==> src/rtl/sync_fifo_ext.sv <==
// Single-clock FIFO with exact fill count, runtime almost-full/almost-empty
// thresholds, selectable registered or first-word-fall-through read, and sticky error flags.
module sync_fifo_ext #(
    parameter int DSIZE = 8,
    parameter int ASIZE = 4,
    parameter int FWFT  = 0
) (
    input  logic             i_clk,
    input  logic             i_rst_n,
    input  logic [DSIZE-1:0] i_wdata,
    input  logic             i_winc,
    input  logic             i_rinc,
    input  logic [ASIZE:0]   i_af_thresh,
    input  logic [ASIZE:0]   i_ae_thresh,
    input  logic             i_err_clr,
    output logic [DSIZE-1:0] o_rdata,
    output logic             o_wfull,
    output logic             o_rempty,
    output logic             o_walmost_full,
    output logic             o_ralmost_empty,
    output logic [ASIZE:0]   o_fill_count,
    output logic             o_overflow,
    output logic             o_underflow
);

    localparam int             DEPTH    = 1 << ASIZE;
    localparam logic [ASIZE:0] FULL_CNT = (ASIZE + 1)'(DEPTH);

    logic [DSIZE-1:0] r_mem [DEPTH];
    logic [ASIZE:0]   r_wptr;
    logic [ASIZE:0]   r_rptr;
    logic [ASIZE:0]   r_count;
    logic             r_overflow;
    logic             r_underflow;

    logic             w_full;
    logic             w_empty;
    logic             w_wa;
    logic             w_ra;
    logic [ASIZE:0]   w_wptr_nxt;
    logic [ASIZE:0]   w_rptr_nxt;
    logic [ASIZE-1:0] w_waddr;
    logic [ASIZE-1:0] w_raddr;

    // Every flag decodes the registered count, so flags move on the same edge as the count.
    assign w_full          = (r_count == FULL_CNT);
    assign w_empty         = (r_count == '0);
    assign o_wfull         = w_full;
    assign o_rempty        = w_empty;
    assign o_walmost_full  = (r_count >= i_af_thresh);
    assign o_ralmost_empty = (r_count <= i_ae_thresh);
    assign o_fill_count    = r_count;
    assign o_overflow      = r_overflow;
    assign o_underflow     = r_underflow;

    assign w_wa       = i_winc & ~w_full;
    assign w_ra       = i_rinc & ~w_empty;
    assign w_wptr_nxt = r_wptr + (ASIZE + 1)'(w_wa);
    assign w_rptr_nxt = r_rptr + (ASIZE + 1)'(w_ra);
    assign w_waddr    = r_wptr[ASIZE-1:0];
    assign w_raddr    = r_rptr[ASIZE-1:0];

    always_ff @(posedge i_clk or negedge i_rst_n) begin
        if (!i_rst_n) begin
            r_wptr      <= '0;
            r_rptr      <= '0;
            r_count     <= '0;
            r_overflow  <= 1'b0;
            r_underflow <= 1'b0;
        end else begin
            r_wptr      <= w_wptr_nxt;
            r_rptr      <= w_rptr_nxt;
            r_count     <= w_wptr_nxt - w_rptr_nxt;
            // A new error in the clearing cycle must not be lost.
            r_overflow  <= (r_overflow  & ~i_err_clr) | (i_winc & w_full);
            r_underflow <= (r_underflow & ~i_err_clr) | (i_rinc & w_empty);
        end
    end

    always_ff @(posedge i_clk) begin
        if (w_wa) begin
            r_mem[w_waddr] <= i_wdata;
        end
    end

    generate
        if (FWFT != 0) begin : g_fwft
            assign o_rdata = r_mem[w_raddr];
        end else begin : g_reg
            logic [DSIZE-1:0] r_rdata;

            always_ff @(posedge i_clk or negedge i_rst_n) begin
                if (!i_rst_n) begin
                    r_rdata <= '0;
                end else if (w_ra) begin
                    r_rdata <= r_mem[w_raddr];
                end
            end

            assign o_rdata = r_rdata;
        end
    endgenerate

endmodule

==> config.mk <==
export PLATFORM = sky130hd
export DESIGN_NAME = sync_fifo_ext
export DESIGN_NICKNAME = d
export VERILOG_FILES = /design/src/rtl/sync_fifo_ext.sv
export SDC_FILE = /design/constraint.sdc
export NUM_CORES = 1
export LEC_CHECK = 0
export CAP_MARGIN = 20
export CORE_MARGIN = 2
export CORE_UTILIZATION = 40
export DETAILED_ROUTE_END_ITERATION = 10
export PLACE_DENSITY = 0.62
export REMOVE_ABC_BUFFERS = 1
export SLEW_MARGIN = 10
export SYNTH_ARGS = -nofsm -noshare
export SYNTH_HDL_FRONTEND = slang
export SYNTH_SLANG_ARGS = --single-unit
==> constraint.sdc <==
create_clock -name i_clk -period 3.3 [get_ports i_clk]
set_input_delay 0.33 -clock i_clk [delete_from_list [all_inputs] [get_ports i_clk]]
set_output_delay 0.33 -clock i_clk [all_outputs]
set_load 0.01 [all_outputs]
==> flow_summary.rst, run 1 <==
.. list-table::
   :header-rows: 1

   * - Metric
     - Value
   * - Run status
     - finished clean
   * - Drc violations
     - 0
   * - Layout overhead on the synthesized area
     - 20.1%
   * - Number of iterations in the first detailed-routing pass
     - 4
   * - # nets final
     - ~480
   * - Setup repair after global routing missed its margin
     - false
   * - Total number of vias
     - ~3,400
   * - Least-Margin Pin Slew
     - approximately 900 ps
   * - Antenna-violating nets left
     - 0
   * - Yosys synthesis warning count
     - 0
   * - I/O pin total
     - 42
   * - Number of vias per cell
     - about 5.1
   * - Share of cells above drive strength 1
     - 14.5%
   * - Layout Skew
     - roughly 11 ps
   * - Share of async-settable or async-resettable flops after synthesis
     - between 10% and 20%
   * - Arrival time worst endpoint
     - between 3000 and 4000 ps
   * - Buffer type at the clock tree root
     - clkbuf_16
   * - Type of destination of the critical path
     - register
   * - CP required
     - around 3600 ps
   * - Startpoint of the lowest-slack register-to-register path
     - o_fill_count[2]$_DFF_PN0_
   * - Most repeated cell in the gate-level netlist after synthesis
     - edfxtp_1
   * - Weighted congestion at the end of routability-driven global placement
     - 0.830
   * - Clock tree from TritonCTS
     - yes
   * - Utilization after layout
     - around half
   * - Setup-violating endpoint count in the final report
     - 0
   * - Number of buffers on the longest clock path
     - 2
   * - Hold Fails Final Rpt
     - 0
   * - Shortest clock period the worst path allows after layout
     - between 2000 and 3000 ps
   * - Category of the most critical setup path
     - register to register
   * - Post-layout total power
     - between 6000 and 7000 uW
   * - Max Cap Violations
     - 0
   * - Number of cells after detailed placement
     - ~630
   * - Distinct cell type count of the synthesized netlist
     - 35
   * - Setup TNS
     - 0 ps
   * - Total clock buffers created by CTS
     - 17
   * - Crit path from
     - o_fill_count[2]$_DFF_PN0_
   * - DIE WIDTH
     - 129 um
   * - Vias in the first global route
     - between 3,000 and 4,000
   * - CTS HTree Levels
     - 4
   * - Startpoint kind of the worst setup timing path
     - register
   * - Number of gates resized after CTS
     - 0
   * - Gate count of the mapped netlist
     - between 300 and 400
   * - Wire length reported by the detailed router
     - around 13,000 um
   * - Number of post-CTS setup repair buffers
     - 0
   * - Area of the mapped netlist
     - around 6300 sq um
   * - Fill cell count
     - around 1,300
   * - Antenna diode instance count
     - 0
   * - Internal reg-to-reg setup slack
     - between 400 and 500 ps
   * - Flip-flop and latch count after synthesis
     - 153
   * - Relative slew slack
     - around two fifths
   * - Main synth FF type
     - edfxtp_1
   * - Tightest hold margin
     - around 300 ps
   * - Pin count of the biggest net entering global routing
     - 49
   * - Overall routing resource usage
     - between 10% and 20%
   * - Commonest cells post-synth
     - 128 x edfxtp_1, 32 x mux2i_1, 31 x nor2_1, 25 x dfrtp_1, 21 x inv_1
   * - Area of the die
     - around 17,000 sq um
   * - Height of the die
     - between 100 and 150 um
   * - Sum of overflow across all layers after global routing
     - 0
   * - IR Drop Worst-Case VDD
     - approximately 410 uV
   * - FF-to-FF path depth
     - 13
   * - Placed wire-length estimate after detailed placement
     - about 8000 um
   * - Max Slew Vio Count
     - 0
   * - PD cells
     - between 800 and 900 nW/um^2
   * - Top cell type's share of synthesized area
     - between 60% and 70%
   * - Library cell occupying the most area in the post-synthesis netlist
     - edfxtp_1
   * - Number of standard cells in the layout, taps in and fillers out
     - approximately 660
   * - Path type of the worst min-delay path
     - input port to async pin
   * - Clock sink count
     - between 150 and 200
   * - Largest cells by area after synthesis
     - edfxtp_1 61%, dfrtp_1 10%, mux4_2 5.7%
   * - Clk slew on worst S/H paths
     - 60 ps
   * - Synthesized area per cell
     - 16.9 sq um
   * - Number of antenna violations at the first check in global routing
     - 0
   * - Number of enable flip-flop cells after synthesis
     - 128
   * - Area of the core
     - 15,300 sq um
   * - Static Leakage
     - 0.00273 uW
   * - Number of hold buffers added after cts
     - 0
   * - Crit share post-route
     - 85.7%
   * - WL per Instance
     - approximately 19 um
   * - Initial core utilization
     - about two fifths
   * - Drt first-iter violations
     - around 200
   * - Destination of the worst register-to-register timing path
     - o_fill_count[4]$_DFF_PN0_
   * - Max Fanout on Critical Path
     - 5
   * - Capturing instance or port of the critical path
     - o_fill_count[4]$_DFF_PN0_
   * - # rows
     - 45
   * - Wire length of the first global-routing pass
     - just under 20,000 um
   * - Maximum clock frequency
     - ~0.35 GHz
   * - Port Buf Inserts
     - 41
   * - Clock latency reported for the late side of the worst-skew pair
     - 420 ps
   * - Part of the Yosys area used for sequential elements
     - ~70%
-- final cells by class --
cell class	count	area, sq um	share of cell area (%)
clock buffer	18	429	5.69
clock inverter	14	148	1.96
inverter	21	78.8	1.05
multi-input combinational	183	1610	21.3
sequential	153	4470	59.3
tap	211	264	3.50
timing repair buffer	59	546	7.23
-- power by group --
part           leakage (uW)  internal [uW]  switching, uW  total [uW]
Clock              0.000266           1120            766        1880
Combinational       0.00102           1040           1120        2170
Sequential          0.00145           2430            211        2640
-- cell families (layout without fill, tap and decap cells) --
kind of cell             after synthesis  count (layout)  synth area share [%]
buffers and inverters                 36             112                  3.27
AND/OR/NAND/NOR                       61              61                  4.72
XOR/XNOR                              10              10                  1.39
adder cells (fa/ha/maj)               19              19                  3.90
flip-flops                           153             153                  71.2
multiplexers                          48              48                  10.8
AO/OA/AOI/OAI                         45              45                  4.72
-- critical path, cell delays in order, from the launching register on --
cell,delay (ps)
dfrtp_1,420
nor4_1,400
nand2_1,190
nand2_1,120
inv_1,50
ha_1,200
ha_1,330
inv_1,70
fa_1,430
inv_1,70
a21o_1,100
a21oi_1,70
xnor2_1,140
xnor2_1,130
-- routing by layer --
metal / share of wire, % / global-route usage [%] / vias up
li1: - / - / 1561
met1: 44 / 20.7 / 1701
met2: 48 / 26.0 / 96
met3: 5.9 / 4.87 / 10
met4: 1.2 / 5.63 / 0
met5: 0 / 0 / -
-- registers in the layout, summed over array words and instances (netlist names) --
name / flops
o_rdata: 8
r_rptr: 5
o_fill_count: 5
r_wptr: 5
o_overflow: 1
o_underflow: 1
r_mem: 128
-- layout by cell type, fill, tap and decap left out, drive strengths merged, types with 2 or more instances in the layout --
cell type	instances
a22o	2
a31oi	8
mux4	16
bufinv	2
nor3	4
nand2	4
ha	18
clkbuf	18
a22oi	8
nand2b	3
xnor2	8
xor2	2
clkinvlp	5
nand3	6
a21o	2
edfxtp	128
nand4b	2
nor2b	4
clkdlybuf4s50	41
buf	18
a21oi	4
o22ai	17
nand3b	2
dfrtp	25
clkinv	4
mux2i	32
inv	24
nor2	31
o21a	3
-- worst min-delay path by stage --
| stage | endpoint | cells after the start |
|---|---|---|
| after CTS | o_fill_count[1]$_DFF_PN0_ | 2 |
| after global routing | o_fill_count[1]$_DFF_PN0_ | 2 |
| after detailed placement | r_rptr[4]$_DFF_PN0_ | 1 |
| after floorplan | o_fill_count[0]$_DFF_PN0_ | 0 |
| after global placement | r_wptr[4]$_DFF_PN0_ | 1 |
| final | o_fill_count[1]$_DFF_PN0_ | 2 |
-- through the flow --
stage	worst slack (ps)	cell area [sq um]
after floorplan	-185	6150
after global placement	554	6970
after detailed placement	474	6970
after CTS	455	7540
after global routing	176	7540
final	472	7540
No activity file was read; power rests on OpenSTA's default activity.
==> run 2, diff against run 1 <==
- CORE_MARGIN: 2 -> 8
- GPL_ROUTABILITY_DRIVEN: default -> 0
- PLACE_DENSITY: 0.62 -> default
==> flow_summary.rst, run 2 (same netlist as run 1, synthesis figures left out) <==
.. list-table::
   :header-rows: 1

   * - Metric
     - Value
   * - Number of iterations in the first detailed-routing pass
     - 4
   * - Destination of the worst register-to-register timing path
     - o_fill_count[4]$_DFF_PN0_
   * - Initial core utilization
     - roughly two fifths
   * - WL per Instance
     - about 20 um
   * - Type of destination of the critical path
     - primary output
   * - Number of hold buffers added after cts
     - 0
   * - Number of gates resized after CTS
     - 0
   * - Setup-violating endpoint count in the final report
     - 0
   * - Share of cells above drive strength 1
     - 14.6%
   * - Number of standard cells in the layout, taps in and fillers out
     - 662
   * - Crit share post-route
     - roughly 84%
   * - Total number of vias
     - 3,353
   * - Buffer type at the clock tree root
     - clkbuf_16
   * - DIE WIDTH
     - between 100 and 150 um
   * - Startpoint of the lowest-slack register-to-register path
     - o_fill_count[2]$_DFF_PN0_
   * - Least-Margin Pin Slew
     - 818 ps
   * - Area of the core
     - 15,600 sq um
   * - Number of post-CTS setup repair buffers
     - 0
   * - Routed met2 length
     - between 6000 and 7000 um
   * - Fill cell count
     - about 1,300
   * - Clock latency reported for the late side of the worst-skew pair
     - between 400 and 500 ps
   * - Internal reg-to-reg setup slack
     - around 550 ps
   * - Leading cell type in the layout, fill and taps excluded
     - edfxtp_1
   * - CTS HTree Levels
     - 4
   * - Hold Fails Final Rpt
     - 0
   * - Run status
     - finished clean
   * - Antenna diode instance count
     - 0
   * - Area taken by flip-flops and latches
     - roughly 4500 sq um
   * - Total clock buffers created by CTS
     - 17
   * - Shortest clock period the worst path allows after layout
     - roughly 2800 ps
   * - I/O pin total
     - 42
   * - Number of antenna violations at the first check in global routing
     - 0
   * - Area of the multi-input gates
     - ~1600 sq um
   * - Wire length reported by the detailed router
     - 13,200 um
   * - Number of buffers on the longest clock path
     - 2
   * - Clk slew on worst S/H paths
     - around 60 ps
   * - Drt first-iter violations
     - 278
   * - Startpoint kind of the worst setup timing path
     - register
   * - Layout overhead on the synthesized area
     - 21.9%
   * - Setup repair after global routing missed its margin
     - false
   * - Number of vias per cell
     - 5.06
   * - Clock sink count
     - approximately 150
   * - Tightest hold margin
     - 207 ps
   * - Top routing layer in use
     - met4
   * - Clock tree from TritonCTS
     - yes
   * - Sum of overflow across all layers after global routing
     - 0
   * - Max Slew Vio Count
     - 0
   * - Relative slew slack
     - 45.2%
   * - Overall routing resource usage
     - 14.2%
   * - Routed length on met3
     - approximately 760 um
   * - IR Drop Worst-Case VDD
     - between 400 and 500 uV
   * - Maximum clock frequency
     - 0.360 GHz
   * - Layout Skew
     - around 5.1 ps
   * - PD cells
     - 922 nW/um^2
   * - # nets final
     - 475
   * - Category of the most critical setup path
     - register to primary output
   * - Drc violations
     - 0
   * - Area of the die
     - around 20,000 sq um
   * - Height of the die
     - 141 um
   * - Arrival time worst endpoint
     - approximately 2500 ps
   * - Wire length of the first global-routing pass
     - 20,500 um
   * - Post-layout total power
     - approximately 7100 uW
   * - CP required
     - 2970 ps
   * - FF-to-FF path depth
     - 13
   * - Vias in the first global route
     - about 3,600
   * - # rows
     - 46
   * - Met1 Routed Length
     - around 5700 um
   * - Placed wire-length estimate after detailed placement
     - 8760 um
   * - Top reg by flops
     - r_mem
   * - Antenna-violating nets left
     - 0
   * - Final design instance area without fill
     - ~7700 sq um
   * - Setup Slack @ Placement
     - 512 ps
   * - Path type of the worst min-delay path
     - input port to async pin
   * - Post-placement cell area
     - 6960 sq um
   * - Max Fanout on Critical Path
     - 4
   * - Static Leakage
     - 0.00279 uW
   * - Pin count of the biggest net entering global routing
     - 26
   * - Port Buf Inserts
     - a little over 40
   * - Max Cap Violations
     - 0
   * - Top library cells by usage in the layout, fill and taps aside
     - 128 x edfxtp_1, 41 x clkdlybuf4s50_1, 32 x mux2i_1
   * - Number of flip-flops in the largest register
     - around 130
   * - Final Worst Setup Slack
     - roughly 520 ps
   * - Number of cells after detailed placement
     - 630
## run 2: cell types whose count changed in the layout (fill, tap and decap cells not counted), moves of 2 or more
| cell | previous run | this run |
|---|---|---|
| bufinv_16 | 2 | 7 |
| clkinvlp_4 | 5 | 1 |
| buf_4 | 18 | 15 |
| clkinv_2 | 1 | 4 |
| inv_6 | 2 | 0 |
## run 2: worst max path at each step
stage | slack (ps) | cells past startpoint | to | start
final | 520 | 7 | o_ralmost_empty | o_fill_count[1]$_DFF_PN0_
after floorplan | -180 | 8 | o_fill_count[4]$_DFF_PN0_ | r_rptr[0]$_DFF_PN0_
after global routing | 350 | 13 | o_fill_count[4]$_DFF_PN0_ | o_fill_count[2]$_DFF_PN0_
after detailed placement | 510 | 13 | o_fill_count[4]$_DFF_PN0_ | o_fill_count[2]$_DFF_PN0_
after CTS | 490 | 7 | o_ralmost_empty | o_fill_count[1]$_DFF_PN0_
after global placement | 560 | 13 | o_fill_count[4]$_DFF_PN0_ | o_fill_count[2]$_DFF_PN0_
## run 2: cell type report
cell class | instances | share of cell area [%]
flip-flops and latches | 153 | 58.4
multi-input cells | 183 | 21.0
repair buffers | 57 | 7.03
clock buffers | 18 | 5.74
well taps | 216 | 3.53
clock inverters | 14 | 3.27
inverters | 21 | 1.03
## run 2: power breakdown
group	total, uW	internal (uW)	switching (uW)
Clock	2230	1510	729
Sequential	2630	2430	197
Combinational	2200	1040	1160
Total	7060	4970	2090
## run 2: critical path, stage by stage (launching register included)
cell and delay [ps]:
dfrtp_1 420, ha_1 300, nor2b_1 130, o21a_1 160
o21a_1 160, o21a_1 160, o22ai_1 140, clkdlybuf4s50_1 560
## run 2: layer usage
layer | GRT usage [%] | up-vias
met3 | 3.33 | 19
met5 | 0 | -
met4 | 6.90 | 0
li1 | - | 1559
met2 | 23.5 | 92
met1 | 17.2 | 1683
## run 2: stage by stage
stage	util, %	TNS (ps)
2_1_floorplan	-	-185
3_3_place_gp	44.6	0
3_5_place_dp	44.6	0
4_1_cts	49.1	0
5_1_grt	49.1	0
6_report	49.1	0
